**src/rtl/instr_fetch_pkg.sv**
```systemverilog
// instr_fetch_pkg: shared fetch-stage state encoding and default widths
package instr_fetch_pkg;
  localparam int DEF_PC_W = 10;
  localparam int DEF_START_ADDR = 0;
  localparam int DEF_CNT_W = 16;
  typedef enum logic [1:0] {IDLE, RUN, HALTED} fetch_state_e;
endpackage

```
**src/rtl/instr_fetch_if.sv**
```systemverilog
// instr_fetch_if: harness/decode <-> fetch-stage signals; slave is the fetch stage
interface instr_fetch_if #(
  parameter int PC_W = instr_fetch_pkg::DEF_PC_W,
  parameter int CNT_W = instr_fetch_pkg::DEF_CNT_W
);
  logic start;
  logic stall;
  logic halt;
  logic branch;
  logic branch_abs;
  logic [7:0] target;
  logic [PC_W-1:0] pc;
  logic instr_valid;
  logic done;
  logic [CNT_W-1:0] cycle_cnt;
  modport master (
    output start, stall, halt, branch, branch_abs, target,
    input pc, instr_valid, done, cycle_cnt
  );
  modport slave (
    input start, stall, halt, branch, branch_abs, target,
    output pc, instr_valid, done, cycle_cnt
  );
endinterface

```
**src/rtl/instr_fetch_branch_lut.sv**
```systemverilog
// branch_lut: 32-entry table of signed relative branch offsets
module branch_lut #(
  parameter int PC_W = instr_fetch_pkg::DEF_PC_W
) (
  input  logic [4:0]      idx,
  output logic [PC_W-1:0] offset
);
  // unlisted entries fall back to the index itself, sign-extended
  always_comb begin
    case (idx)
      5'd0:    offset = PC_W'(0);
      5'd1:    offset = PC_W'(2);
      5'd2:    offset = PC_W'(-2);
      5'd3:    offset = PC_W'(300);
      5'd4:    offset = PC_W'(-300);
      5'd5:    offset = PC_W'(511);
      5'd6:    offset = PC_W'(-512);
      5'd7:    offset = PC_W'(128);
      5'd8:    offset = PC_W'(-129);
      5'd9:    offset = PC_W'(64);
      5'd10:   offset = PC_W'(-64);
      default: offset = PC_W'($signed(idx));
    endcase
  end
endmodule

```
**src/rtl/instr_fetch.sv**
```systemverilog
// instr_fetch: PC sequencer with branch/halt, start/done handshake and run-cycle counter; FETCH_LUT_EN selects table-driven relative offsets
module instr_fetch import instr_fetch_pkg::*; #(
  parameter int PC_W = DEF_PC_W,
  parameter int START_ADDR = DEF_START_ADDR,
  parameter int CNT_W = DEF_CNT_W
) (
  input logic clk,
  input logic rst,
  instr_fetch_if.slave bus
);
  fetch_state_e state, state_n;
  logic [PC_W-1:0] pc, pc_n, rel_off;
  logic [CNT_W-1:0] cnt, cnt_n;
`ifdef FETCH_LUT_EN
  branch_lut #(.PC_W(PC_W)) u_lut (.idx(bus.target[4:0]), .offset(rel_off));
`else
  assign rel_off = PC_W'($signed(bus.target));
`endif
  // state, PC and counter registers
  always_ff @(posedge clk or posedge rst) begin
    if (rst) begin
      state <= IDLE;
      pc <= '0;
      cnt <= '0;
    end else begin
      state <= state_n;
      pc <= pc_n;
      cnt <= cnt_n;
    end
  end
  // next state: stall > halt > branch > sequential; start only outside RUN
  always_comb begin
    state_n = state;
    pc_n = pc;
    cnt_n = cnt;
    if (state == RUN) begin
      cnt_n = &cnt ? cnt : cnt + CNT_W'(1);
      if (!bus.stall) begin
        state_n = bus.halt ? HALTED : RUN;
        pc_n = bus.halt ? pc : !bus.branch ? pc + PC_W'(1) :
               bus.branch_abs ? PC_W'(bus.target) : pc + rel_off;
      end
    end else if (bus.start) begin
      state_n = RUN;
      pc_n = PC_W'(START_ADDR);
      cnt_n = '0;
    end
  end
  assign bus.pc = pc;
  assign bus.instr_valid = (state == RUN);
  assign bus.done = (state == HALTED);
  assign bus.cycle_cnt = cnt;
endmodule

```
**src/flat_wrapper.sv**
```systemverilog
// flat-port wrapper written by rule: the top's interface ports become plain ports
module instr_fetch_flat import instr_fetch_pkg::*;
#(
  parameter int PC_W = DEF_PC_W,
  parameter int START_ADDR = DEF_START_ADDR,
  parameter int CNT_W = DEF_CNT_W
)
  (clk, rst, bus_start, bus_stall, bus_halt, bus_branch, bus_branch_abs, bus_target, bus_pc, bus_instr_valid, bus_done, bus_cycle_cnt);
  instr_fetch_if #(.PC_W(PC_W), .CNT_W(CNT_W)) bus_i ();
  input logic clk;
  input logic rst;
  input wire logic [$bits(bus_i.start)-1:0] bus_start;
  input wire logic [$bits(bus_i.stall)-1:0] bus_stall;
  input wire logic [$bits(bus_i.halt)-1:0] bus_halt;
  input wire logic [$bits(bus_i.branch)-1:0] bus_branch;
  input wire logic [$bits(bus_i.branch_abs)-1:0] bus_branch_abs;
  input wire logic [$bits(bus_i.target)-1:0] bus_target;
  output wire logic [$bits(bus_i.pc)-1:0] bus_pc;
  output wire logic [$bits(bus_i.instr_valid)-1:0] bus_instr_valid;
  output wire logic [$bits(bus_i.done)-1:0] bus_done;
  output wire logic [$bits(bus_i.cycle_cnt)-1:0] bus_cycle_cnt;
  assign bus_i.start = bus_start;
  assign bus_i.stall = bus_stall;
  assign bus_i.halt = bus_halt;
  assign bus_i.branch = bus_branch;
  assign bus_i.branch_abs = bus_branch_abs;
  assign bus_i.target = bus_target;
  assign bus_pc = bus_i.pc;
  assign bus_instr_valid = bus_i.instr_valid;
  assign bus_done = bus_i.done;
  assign bus_cycle_cnt = bus_i.cycle_cnt;
  instr_fetch #(.PC_W(PC_W), .START_ADDR(START_ADDR), .CNT_W(CNT_W)) u_core (.clk(clk), .rst(rst), .bus(bus_i));
endmodule
```
**config.mk**
```make
export PLATFORM = sky130hd
export DESIGN_NAME = instr_fetch_flat
export DESIGN_NICKNAME = d
export VERILOG_FILES = /design/src/rtl/instr_fetch_pkg.sv /design/src/rtl/instr_fetch_if.sv /design/src/rtl/instr_fetch_branch_lut.sv /design/src/rtl/instr_fetch.sv /design/src/flat_wrapper.sv
export SDC_FILE = /design/constraint.sdc
export NUM_CORES = 1
export LEC_CHECK = 0
export CAP_MARGIN = 40
export CORE_UTILIZATION = 45
export CTS_CLUSTER_SIZE = 12
export DETAILED_ROUTE_END_ITERATION = 8
export HOLD_SLACK_MARGIN = 0.1
export PLACE_DENSITY = 0.7
export SYNTH_ARGS = -nofsm -noshare
export SYNTH_HDL_FRONTEND = slang
export SYNTH_SLANG_ARGS = --single-unit
```
**constraint.sdc**
```tcl
create_clock -name clk -period 2.15 [get_ports clk]
set_input_delay 0.215 -clock clk [delete_from_list [all_inputs] [get_ports clk]]
set_output_delay 0.215 -clock clk [all_outputs]
set_load 0.005 [all_outputs]
```
# Word level (Yosys, flattened, before mapping)
# Cells that the tools add are included.
# totals
regBits,28
in_bits,15
out_inout_bits,28
wordCells,29
# op_classes
add_sub_neg,3
n_eq_ne,5
n_mux,13
reduce_logical,5
# ops
cell,count
2-to-1 mux 10 bit,6
2-to-1 mux 16 bit,3
adder 16 x 1 -> 16 bit (second input constant),1
AND reduction 16 bit,1
adder 10 x 1 -> 10 bit (second input constant),1
adder 10 bit,1
2-to-1 mux 2 bit,4
inequality test 2 bit (second input constant),3
AND reduction 2 bit,2
AND reduction 3 bit,1
equality test 2 x 1 -> 1 bit (second input constant),1
equality test 2 bit (second input constant),1
nonzero test 2 bit,1

# Longest topological paths before layout
# Gate-level depths: netlist of run 1.
# depth
ltp_word,6
ltp_mapped,9
ltp_nobuf,9

# Worst setup path before layout of run 1
# OpenSTA, ideal clock, no wires.
# synth_timing
kind,reg-to-reg
startpoint,reg u_core.pc[0] (netlist: u_core.bus.pc[0])
endpoint,reg u_core.pc[6] (netlist: u_core.bus.pc[6])
setup_ps,65
arrival_time_ps,1940
t_required_ps,2085
setup_slack_ps,145
stages_incl_launch_ff,10
path_buffers,0
synth_period_minus_slack_ps,2005
cell_sequence,dfrtp_1 ha_1 inv_1 fa_1 nand2b_1 a21oi_1 nor3_1 a21o_1 a221oi_1 a21o_1
# synth_via
elab_chain_len,6
elab_cells_between_ends,7
classes_between,2 x add/sub; 5 x mux
# synth_lines
item,line_no,rtl
from (decl),instr_fetch.sv:12,"logic [PC_W-1:0] pc, pc_n, rel_off;"
from (signal assigned),instr_fetch.sv:27,pc <= pc_n;
adder 10 bit,instr_fetch.sv:41,bus.branch_abs ? PC_W'(bus.target) : pc + rel_off;
2-to-1 mux 10 bit,instr_fetch.sv:41,
2-to-1 mux 10 bit (*) (2 in a row),instr_fetch.sv:40,pc_n = bus.halt ? pc : !bus.branch ? pc + PC_W'(1) :
2-to-1 mux 10 bit (*),instr_fetch.sv:38,if (!bus.stall) begin
2-to-1 mux 10 bit (*),instr_fetch.sv:36,if (state == RUN) begin
# Mark *: on every way between the ends. The rest lies on a longest branch, timed or not. The select of a mux whose other input is x is not followed.
# A chain may end at the register's enable or synchronous reset.

# Worst setup path in the final report of run 1
# layout_timing
startpoint,reg u_core.pc[1] (netlist: u_core.bus.pc[1])
endpoint,reg u_core.pc[7] (netlist: u_core.bus.pc[7])
# Same word-level chain as after synthesis.

==> flow_metrics.py, run 1 <==
metrics = {
    "critical_path": {
        "reg2reg_depth": 7,
        "cp.required_ns": 2.34,
        "cp_max_fo": 4,
        "slowest_delay_ns": 0.42,
        "crit_slowest_cell": "dfrtp_1",
        "critPathCaptureType": "flip-flop",
        "arrival_ns": 2.23,
        "worst-setup-path-type": "reg -> reg",
        "worstSetupStartpointType": "flip-flop",
        "worstPathCellList": "ha_1 > a211o_1 > a21oi_1 > o21bai_1 > xnor2_1 > and2_1 > o21ai_0",
    },
    "sta": {
        "fin_skew_ns": 0.00428,
        "max-slew-margin-rel_pct": 50.6,
        "rsz0062_at_grt": "false",
        "final.period_utilization_pct": 95.1,
        "slew_viol_final": 0,
        "worst_slew_pin_slew_ns": 0.741,
        "hold_violations": 0,
        "period_minus_slack_ns": 2.05,
        "fin_ws_ns": 0.105,
        "holdWs_ns": 0.299,
        "setup_tns_ns": 0,
        "max_freq_mhz": 489,
        "setup_viol": 0,
    },
    "detailed_routing": {
        "first_pass_iters": 4,
        "routedWlPerCell_um": 14.7,
        "viasPerCell": 5.63,
        "wirelength_mm": 4.98,
        "drt_iter0_drc": 113,
        "vias": 1907,
        "drtAntennaViolNets": 0,
        "drc_errors": 0,
    },
    "hold_path": {
        "min_path_type": "in -> async",
    },
    "placement": {
        "dp_cells": 336,
        "gp_congestion": 0.907,
        "dpl.hpwl_mm": 3.86,
        "dp_slack_ns": -0.214,
        "io_buffers": 42,
        "place_area_um2": 2590,
    },
    "pwr": {
        "switchingPower_mw": 0.637,
        "p_leak_nw": 1.16,
        "p_per_area_nw_per_um2": 673,
        "power_mw": 1.78,
        "p_comb_share_pct": 45.3,
        "peakVddDrop_uv": 608,
        "p_seq_share_pct": 38.9,
        "sw_frac_of_total_pct": 35.7,
        "clkPwrFrac_pct": 15.8,
        "intPower_mw": 1.15,
    },
    "floorplanning": {
        "pin_count": 43,
        "core_area_um2": 4120,
        "die_h_um": 68.5,
        "initial_utilization_pct": 48.3,
        "die_area_um2": 4690,
        "std_cell_rows": 23,
        "die_w_um": 68.5,
    },
    "global_routing": {
        "grt_pass1_wl_mm": 8.03,
        "antenna_found_initial": 0,
        "grt_usage_pct": 23.1,
        "grt_pass1_vias": 1718,
        "grt_max_degree": 29,
        "grt_overflow": 0,
    },
    "cells_and_area": {
        "num_antenna_cells": 0,
        "drive_gt1_share_pct": 11.8,
        "final_area_um2": 2650,
        "area_growth_pct": 33.2,
        "fin_cells": 339,
        "finalNetCount": 318,
        "utilization_pct": 64.3,
    },
    "logic_synthesis": {
        "seq_area_frac_synth_pct": 35.3,
        "ys_ff_latch": 28,
        "ys_top_cells_by_area": "dfrtp_1 35%, ha_1 6.9%, nand2_1 5.7%",
        "dominantRegCellSynth": "dfrtp_1",
        "netlist_instances": 230,
        "synthArstFlopShare_pct": 100,
        "synth_warnings": 0,
        "synth.cell_area_um2": 1990,
        "syn_nets": 257,
        "synth_edf_count": 0,
        "synth_top_area_share_pct": 35.3,
        "ys_types": 46,
        "avgSynthCellArea_um2": 8.64,
        "synth_top_cell_by_area": "dfrtp_1",
    },
    "cts": {
        "cts_root_buf": "clkbuf_8",
        "holdBufCountCts": 0,
        "clock_sinks": 28,
        "clockBufferDepth": 2,
        "cts_buffers": 3,
        "post-cts-setup-buffer-count": 0,
        "htreeDepth": 1,
        "path_clk_slew_ns": 0.09,
        "cts_tree": "yes",
        "clock_latency_ns": 0.27,
        "cts_resized": 0,
    },
    "job": {
        "maxCapViolCount": 0,
    },
    "outcome": {
        "status": "completed",
    },
}
==> synthesized netlist by cell type (all sizes together), types with 6 or more instances <==
| cell type | n |
|---|---|
| dfrtp | 28 |
| and3 | 7 |
| nand4 | 8 |
| nand3 | 16 |
| o211ai | 7 |
| a21o | 6 |
| ha | 11 |
| inv | 9 |
| nand2 | 31 |
| o21ai | 23 |
| a21oi | 13 |
| nor2 | 12 |
==> routing by layer <==
layer / up-vias / share of wire [%] / GRT usage (%)
li1: 964 / - / -
met1: 901 / 48 / 32.1
met2: 36 / 47 / 36.6
met3: 6 / 3.8 / 4.33
met4: 0 / 1.4 / 5.21
met5: - / 0 / 0
==> flip-flops by register name (all words and copies together), names as in the netlist <==
| name | count |
|---|---|
| u_core.state | 2 |
| u_core.bus.cycle_cnt | 16 |
| u_core.bus.pc | 10 |
==> cells by family after synthesis <==
family | count (synthesis) | synth area share (%)
xor gates and xnor gates | 10 | 4.41
DFF | 28 | 35.3
adders and majority gates | 12 | 7.93
buffers and inverters | 15 | 2.96
and+or+nand+nor | 90 | 22.4
AOI/OAI and AO/OA | 69 | 24.0
muxes | 6 | 3.09
==> layout make-up <==
type                            count  area (um2)
Clock buffer                        3        41.3
Fill cell                         368        1470
Inverter                            9        33.8
Multi-Input combinational cell    187        1240
Sequential cell                    28         701
Tap cell                           50        62.6
Timing Repair Buffer               62         571
==> power groups by stage <==
stage / logic, mW / clock network, mW / registers [mW]
2_1_floorplan: 0.407 / 0 / 0.712
3_3_place_gp: 0.778 / 0 / 0.701
3_5_place_dp: 0.797 / 0 / 0.704
4_1_cts: 0.802 / 0.289 / 0.693
5_1_grt: 0.895 / 0.313 / 0.707
6_report: 0.808 / 0.282 / 0.693
==> cell usage in the layout, fill, tap and decap left out, drive strengths merged, types with 5 or more instances in the layout <==
master,n
clkdlybuf4s50,42
nand2,31
dfrtp,28
o21ai,23
buf,20
nand3,16
a21oi,13
nor2,12
ha,11
inv,9
nand4,8
and3,7
o211ai,7
a21o,6
o31ai,5
xor2,5
mux2i,5
xnor2,5
nor3,5
==> worst max-delay path, delay by kind of cell (launching register included) <==
kind,cells,cell delay (ns)
AO/OA/AOI/OAI,4,0.94
XOR/XNOR,1,0.14
adder cells (fa/ha/maj),1,0.32
flip-flops,1,0.42
AND/OR/NAND/NOR,1,0.14
==> worst paths after layout <==
kind                                           end                     from  slack [ns]
max                               u_core.bus.pc[7]         u_core.bus.pc[1]        0.10
min                               u_core.bus.pc[9]                      rst        0.30
max reg2reg                       u_core.bus.pc[7]         u_core.bus.pc[1]        0.10
min reg2reg                u_core.bus.cycle_cnt[4]  u_core.bus.cycle_cnt[4]        0.51
max in group asynchronous         u_core.bus.pc[5]                      rst        1.59
min in group clk           u_core.bus.cycle_cnt[4]  u_core.bus.cycle_cnt[4]        0.51
No activity file was read; power rests on OpenSTA's default activity.
==> inputs of run 2 (changes only) <==
SLEW_MARGIN = 30   (was unset)
==> results of run 2 <==
Final layout, timing and power as in run 1 (identical DEF).
==> inputs of run 3 (changes only) <==
CORE_MARGIN = 4   (was unset)
PLACE_DENSITY = 0.72   (was 0.7)
==> flow_metrics.py, run 3 (synthesis gave the netlist of run 1 again) <==
metrics = {
    "detailed_routing": {
        "wirelength_mm": 5.14,
        "routedWlPerCell_um": 15.1,
        "drt_iter0_drc": 96,
        "first_pass_iters": 4,
        "drc_errors": 0,
        "vias": 1939,
        "viasPerCell": 5.69,
        "drtAntennaViolNets": 0,
    },
    "cts": {
        "cts_buffers": 3,
        "cts_tree": "yes",
        "clock_latency_ns": 0.28,
        "cts_root_buf": "clkbuf_8",
        "post-cts-setup-buffer-count": 0,
        "clockBufferDepth": 2,
        "holdBufCountCts": 0,
        "cts_resized": 0,
        "clock_sinks": 28,
        "path_clk_slew_ns": 0.10,
        "htreeDepth": 1,
    },
    "floorplanning": {
        "initial_utilization_pct": 47.9,
        "core_area_um2": 4140,
        "std_cell_rows": 23,
        "die_area_um2": 5540,
        "die_w_um": 74.5,
        "pin_count": 43,
        "die_h_um": 74.5,
    },
    "cells_and_area": {
        "final_cell_mix": "42 x clkdlybuf4s50_1, 30 x nand2_1, 28 x dfrtp_1",
        "num_antenna_cells": 0,
        "largest_register_ffs": 16,
        "finalNetCount": 319,
        "final_common_cell": "clkdlybuf4s50_1",
        "area_growth_pct": 34.6,
        "drive_gt1_share_pct": 11.7,
    },
    "pwr": {
        "p_per_area_nw_per_um2": 721,
        "peakVddDrop_uv": 448,
        "p_leak_nw": 1.17,
        "power_mw": 1.93,
    },
    "global_routing": {
        "grt_util_met1_pct": 26.4,
        "antenna_found_initial": 0,
        "grt_usage_pct": 19.4,
        "grt_overflow": 0,
        "grt_max_degree": 29,
        "grtUsageMet2_pct": 31.8,
        "grt_pass1_vias": 1795,
        "grt_pass1_wl_mm": 8.38,
        "top_usage_layer": "met2",
        "met3_usage_pct": 3.11,
    },
    "critical_path": {
        "critPathCaptureType": "flip-flop",
        "worst-setup-path-type": "in -> reg",
        "reg2reg_depth": 9,
        "cp_max_fo": 2,
        "worstSetupStartpointType": "primary input",
        "cp.required_ns": 2.38,
        "arrival_ns": 2.28,
        "crit_start": "bus_target[0]",
        "reg2reg_from": "u_core.bus.pc[0]",
    },
    "sta": {
        "worst_slew_pin_slew_ns": 0.536,
        "period_minus_slack_ns": 2.05,
        "rsz0062_at_grt": "false",
        "hold_violations": 0,
        "setup_tns_ns": 0,
        "max-slew-margin-rel_pct": 64.2,
        "fin_skew_ns": 0.00211,
        "final.period_utilization_pct": 95.3,
        "max_freq_mhz": 488,
        "setup_viol": 0,
        "slew_viol_final": 0,
    },
    "placement": {
        "gp_congestion": 0.887,
        "io_buffers": 42,
        "dpl.hpwl_mm": 3.95,
    },
    "job": {
        "maxCapViolCount": 0,
    },
    "outcome": {
        "status": "completed",
    },
    "hold_path": {
        "min_path_type": "in -> async",
    },
}
[run 3: cell types whose count changed in the layout (fill, tap and decap cells not counted)]
cell / change
a21oi_1: +1
a21oi_2: -1
buf_4: +1
bufinv_16: +1
nand2b_1: +1
nand2b_4: -1
[run 3: path summary, 6_finish.rpt]
kind,end,slack (ns)
worst max register to register,u_core.bus.pc[6],0.15
worst min-delay path,u_core.bus.pc[9],0.29
min in group clk,u_core.bus.cycle_cnt[10],0.51
worst max-delay path,u_core.bus.pc[6],0.10
worst min register to register,u_core.bus.cycle_cnt[10],0.51
max in group asynchronous,u_core.bus.cycle_cnt[10],1.58
[run 3: stage by stage]
step | hold WS (ns) | cell area, um2 | utilization (%) | setup slack, ns | instances
2_1_floorplan | 0.280 | 1990 | - | 0.145 | 230
3_3_place_gp | 0.491 | 2600 | 62.8 | -0.105 | 337
3_5_place_dp | 0.504 | 2600 | 62.8 | -0.188 | 337
4_1_cts | 0.305 | 2670 | 64.5 | 0.103 | 341
5_1_grt | 0.320 | 2670 | 64.5 | 0.00850 | 341
6_report | 0.293 | 2670 | 64.5 | 0.102 | 341
[run 3: worst max-delay path: stages]
cell	delay, ns
clkdlybuf4s50_1	0.48
ha_1	0.18
inv_1	0.06
fa_1	0.39
nand2b_1	0.18
a21oi_1	0.17
nor3_1	0.06
a21o_1	0.15
a221oi_1	0.28
a21o_1	0.12
[run 3: power breakdown]
group          total (mW)  switching, mW  internal (mW)
Combinational       0.805          0.384          0.421
Clock               0.428          0.178          0.250
Sequential          0.695         0.0921          0.602
[run 3: area by class of cell]
cell class	count	area, um2
Multi-Input combinational cell	187	1230
Fill cell	363	1470
Inverter	9	33.8
Sequential cell	28	701
Timing Repair Buffer	63	578
Clock buffer	3	41.3
Clock inverter	1	30.0
Tap cell	50	62.6
[run 3: metal layers]
layer,vias up,share of wire [%]
met1,906,47
li1,973,-
met5,-,0
met3,10,3.4
met2,50,48
met4,0,1.8
==> RTL change, RTL diff (settings of run 2) <==
Encoding of `fetch_state_e`: now one-hot (3 bits for 3 states).
--- a/src/rtl/instr_fetch_pkg.sv
+++ b/src/rtl/instr_fetch_pkg.sv
@@ -4,5 +4,5 @@
   localparam int DEF_START_ADDR = 0;
   localparam int DEF_CNT_W = 16;
-  typedef enum logic [1:0] {IDLE, RUN, HALTED} fetch_state_e;
+  typedef enum logic [2:0] {IDLE = 3'b001, RUN = 3'b010, HALTED = 3'b100} fetch_state_e;
 endpackage
 
Function: no difference found for any inputs over 10 cycles, from zero or initial values and one cycle with rst high; not proved beyond that.
==> RTL change against run 2 <==
- routed wire length rose by 0.98%
- clock skew up 0.0040 ns
- cell area is 5.2% higher
- combinational power increased by 3.6%
- total power increased by 12%
- sequential cell count increased by 1
- synthesized area up 3.8%
- worst setup slack gained 0.042 ns
- core utilization shrank 0.78 points
- critical path depth fell by 1
- highest routed layer unchanged
==> RTL change: results (changes against run 2) <==
[min_path]
hold_class = primary input to asynchronous set/reset pin  ; unchanged

[drt]
drtIter0Drc = 80  ; was 113
dr_wl_met2_mm = 2.257  ; was 2.327 mm
wl_met3_um = 265  ; was 190 um
post_drt_wl_per_cell_um = 14.15  ; was 14.68 um
top_layer = met4  ; unchanged
drt_pass1_iterations = 4  ; unchanged
wl_met1_mm = 2.469  ; was 2.388 mm
via_count = 1998  ; was 1,907
routed_wirelength_mm = 5.025  ; was 4.976 mm

[finish]
layout-drive-gt1-share = 0.1320  ; was 0.1176
num_antenna_cells = 0  ; unchanged
nets = 329  ; was 318
largest_reg_flops = 16  ; unchanged

[logic_synthesis]
synth_nets = 264  ; was 257
avgSynthCellArea_um2 = 8.706  ; was 8.639 um2
synthTopCellsByCount = dfrtp_1, nand2_1, nor2_1  ; was nand2_1, dfrtp_1, o21ai_0
netlist_top_cells_area = dfrtp_1, ha_1, xor2_1, nand2_1, nor2_1  ; was dfrtp_1, ha_1, nand2_1, o21ai_0, nand3_1
async_reset_ff_frac = 1.000  ; unchanged
synth_cell_types = 51  ; was 46
synthFlopType = dfrtp_1  ; unchanged
ys_seq_area_frac = 0.3523  ; was 0.3526
ys_warn_count = 0  ; unchanged

[clock_tree]
clk_path_buf_depth = 2  ; unchanged
cts_root_buf = clkbuf_8  ; unchanged
worst_skew_pair.late_latency_ns = 0.28
path_clk_slew_ns = 0.07  ; was 0.09 ns
numCtsBuffers = 5  ; was 3
cts-htree-levels = 2  ; was 1

[sta]
tns_ns = 0  ; unchanged
skew_ns = 0.008319  ; was 0.004280 ns
final-hold-violation-count = 0  ; unchanged
worst_pin_slew_ns = 0.4376  ; was 0.7407 ns

[grt]
grt_max_degree = 30  ; was 29
antenna_found_initial = 0  ; unchanged
track_usage = 0.2238  ; was 0.2308
grt_pass1_vias = 1937  ; was 1,718
grt_pass1_wl_mm = 8.866  ; was 8.031 mm

[power]
ir_worst_vdd_uv = 487.5  ; was 607.7 uV
power_leakage_nw = 1.234  ; was 1.163 nW

[placement]
dp_slack_ns = -0.1510  ; was -0.2140 ns
port_buffers = 42  ; unchanged
placedCellCount = 347  ; was 336
dp_hpwl_mm = 3.775  ; was 3.861 mm
place.gp.congestion = 0.8634  ; was 0.9066

[outcome]
status = finished clean  ; unchanged

[setup_path]
path_max_fanout = 8  ; was 4
crit_arrival_ns = 2.21  ; was 2.23 ns

RTL change: cell count changes after synthesis, sizes merged, moves of 3 or more:
cell    delta
nand2      -5
nand2b     -3
or4        +3
nor2b      +4
xor2       +7
nand3      -6
a21oi      -3
nor2      +11
nand4      -3
o21a       +3
RTL change: worst paths after layout:
check	start	cells after the start	slack, ns	to
worst min-delay path	rst	3	0.31	u_core.bus.pc[4]$_DFFE_PP0P_
worst min register to register	u_core.state[0]$_DFFE_PP1P_	1	0.49	u_core.state[0]$_DFFE_PP1P_
min in group clk	u_core.state[0]$_DFFE_PP1P_	1	0.49	u_core.state[0]$_DFFE_PP1P_
max in group asynchronous	rst	3	1.52	u_core.state[0]$_DFFE_PP1P_
worst max register to register	u_core.state[0]$_DFFE_PP1P_	6	0.15	u_core.bus.pc[8]$_DFFE_PP0P_
worst max-delay path	u_core.state[0]$_DFFE_PP1P_	6	0.15	u_core.bus.pc[8]$_DFFE_PP0P_
RTL change: worst max-delay path, stage by stage, from the launching register on:
cell and delay [ns]:
dfstp_2 0.37, or3b_1 0.51, or4_1 0.60, a31oi_2 0.19, o21ai_1 0.07, o31a_1 0.13, o21ai_2 0.06
RTL change: cell type report:
cell class              count  area [um2]
well taps                  52       65.06
repair buffers             65       593.1
flip-flops and latches     29       726.9
inverters                   7       26.28
multi-input cells         194        1285
clock buffers               8       90.09
fillers                   391        1598
RTL change: what timing repair did:
item,CTS,global route
buffers inserted,0,0
endpoints found under the hold margin,0,0
setup endpoints to repair,0,2
resized for setup,0,2
RTL change: report_power, final:
part | leakage (nW) | total [W] | internal [W] | switching, W
Combinational | 0.802 | 0.000837 | 0.000449 | 0.000388
Sequential | 0.387 | 0.000692 | 0.000622 | 0.0000696
Clock | 0.0455 | 0.000464 | 0.000261 | 0.000203
RTL change: per-stage QoR:
step	cell area, um2	utilization
after detailed placement	2691	0.6139
after floorplan	2063	-
after global routing	2786	0.6356
after global placement	2691	0.6139
after CTS	2781	0.6344
final	2786	0.6356
RTL change: kinds of logic (layout without fill, tap and decap cells):
kind of cell | count (synthesis) | in the layout | synth area share
AO/OA/AOI/OAI | 67 | 67 | 0.2208
adder cells (fa/ha/maj) | 12 | 12 | 0.07641
flip-flops | 29 | 29 | 0.3523
multiplexers | 6 | 6 | 0.03032
XOR/XNOR | 15 | 15 | 0.06368
AND/OR/NAND/NOR | 94 | 94 | 0.2292
buffers and inverters | 14 | 80 | 0.02728
RTL change: layer usage:
| metal | GRT usage | up-vias |
|---|---|---|
| li1 | - | 1002 |
| met2 | 0.3614 | 64 |
| met4 | 0.05778 | 0 |
| met3 | 0.04360 | 5 |
| met5 | 0 | - |
| met1 | 0.3091 | 927 |
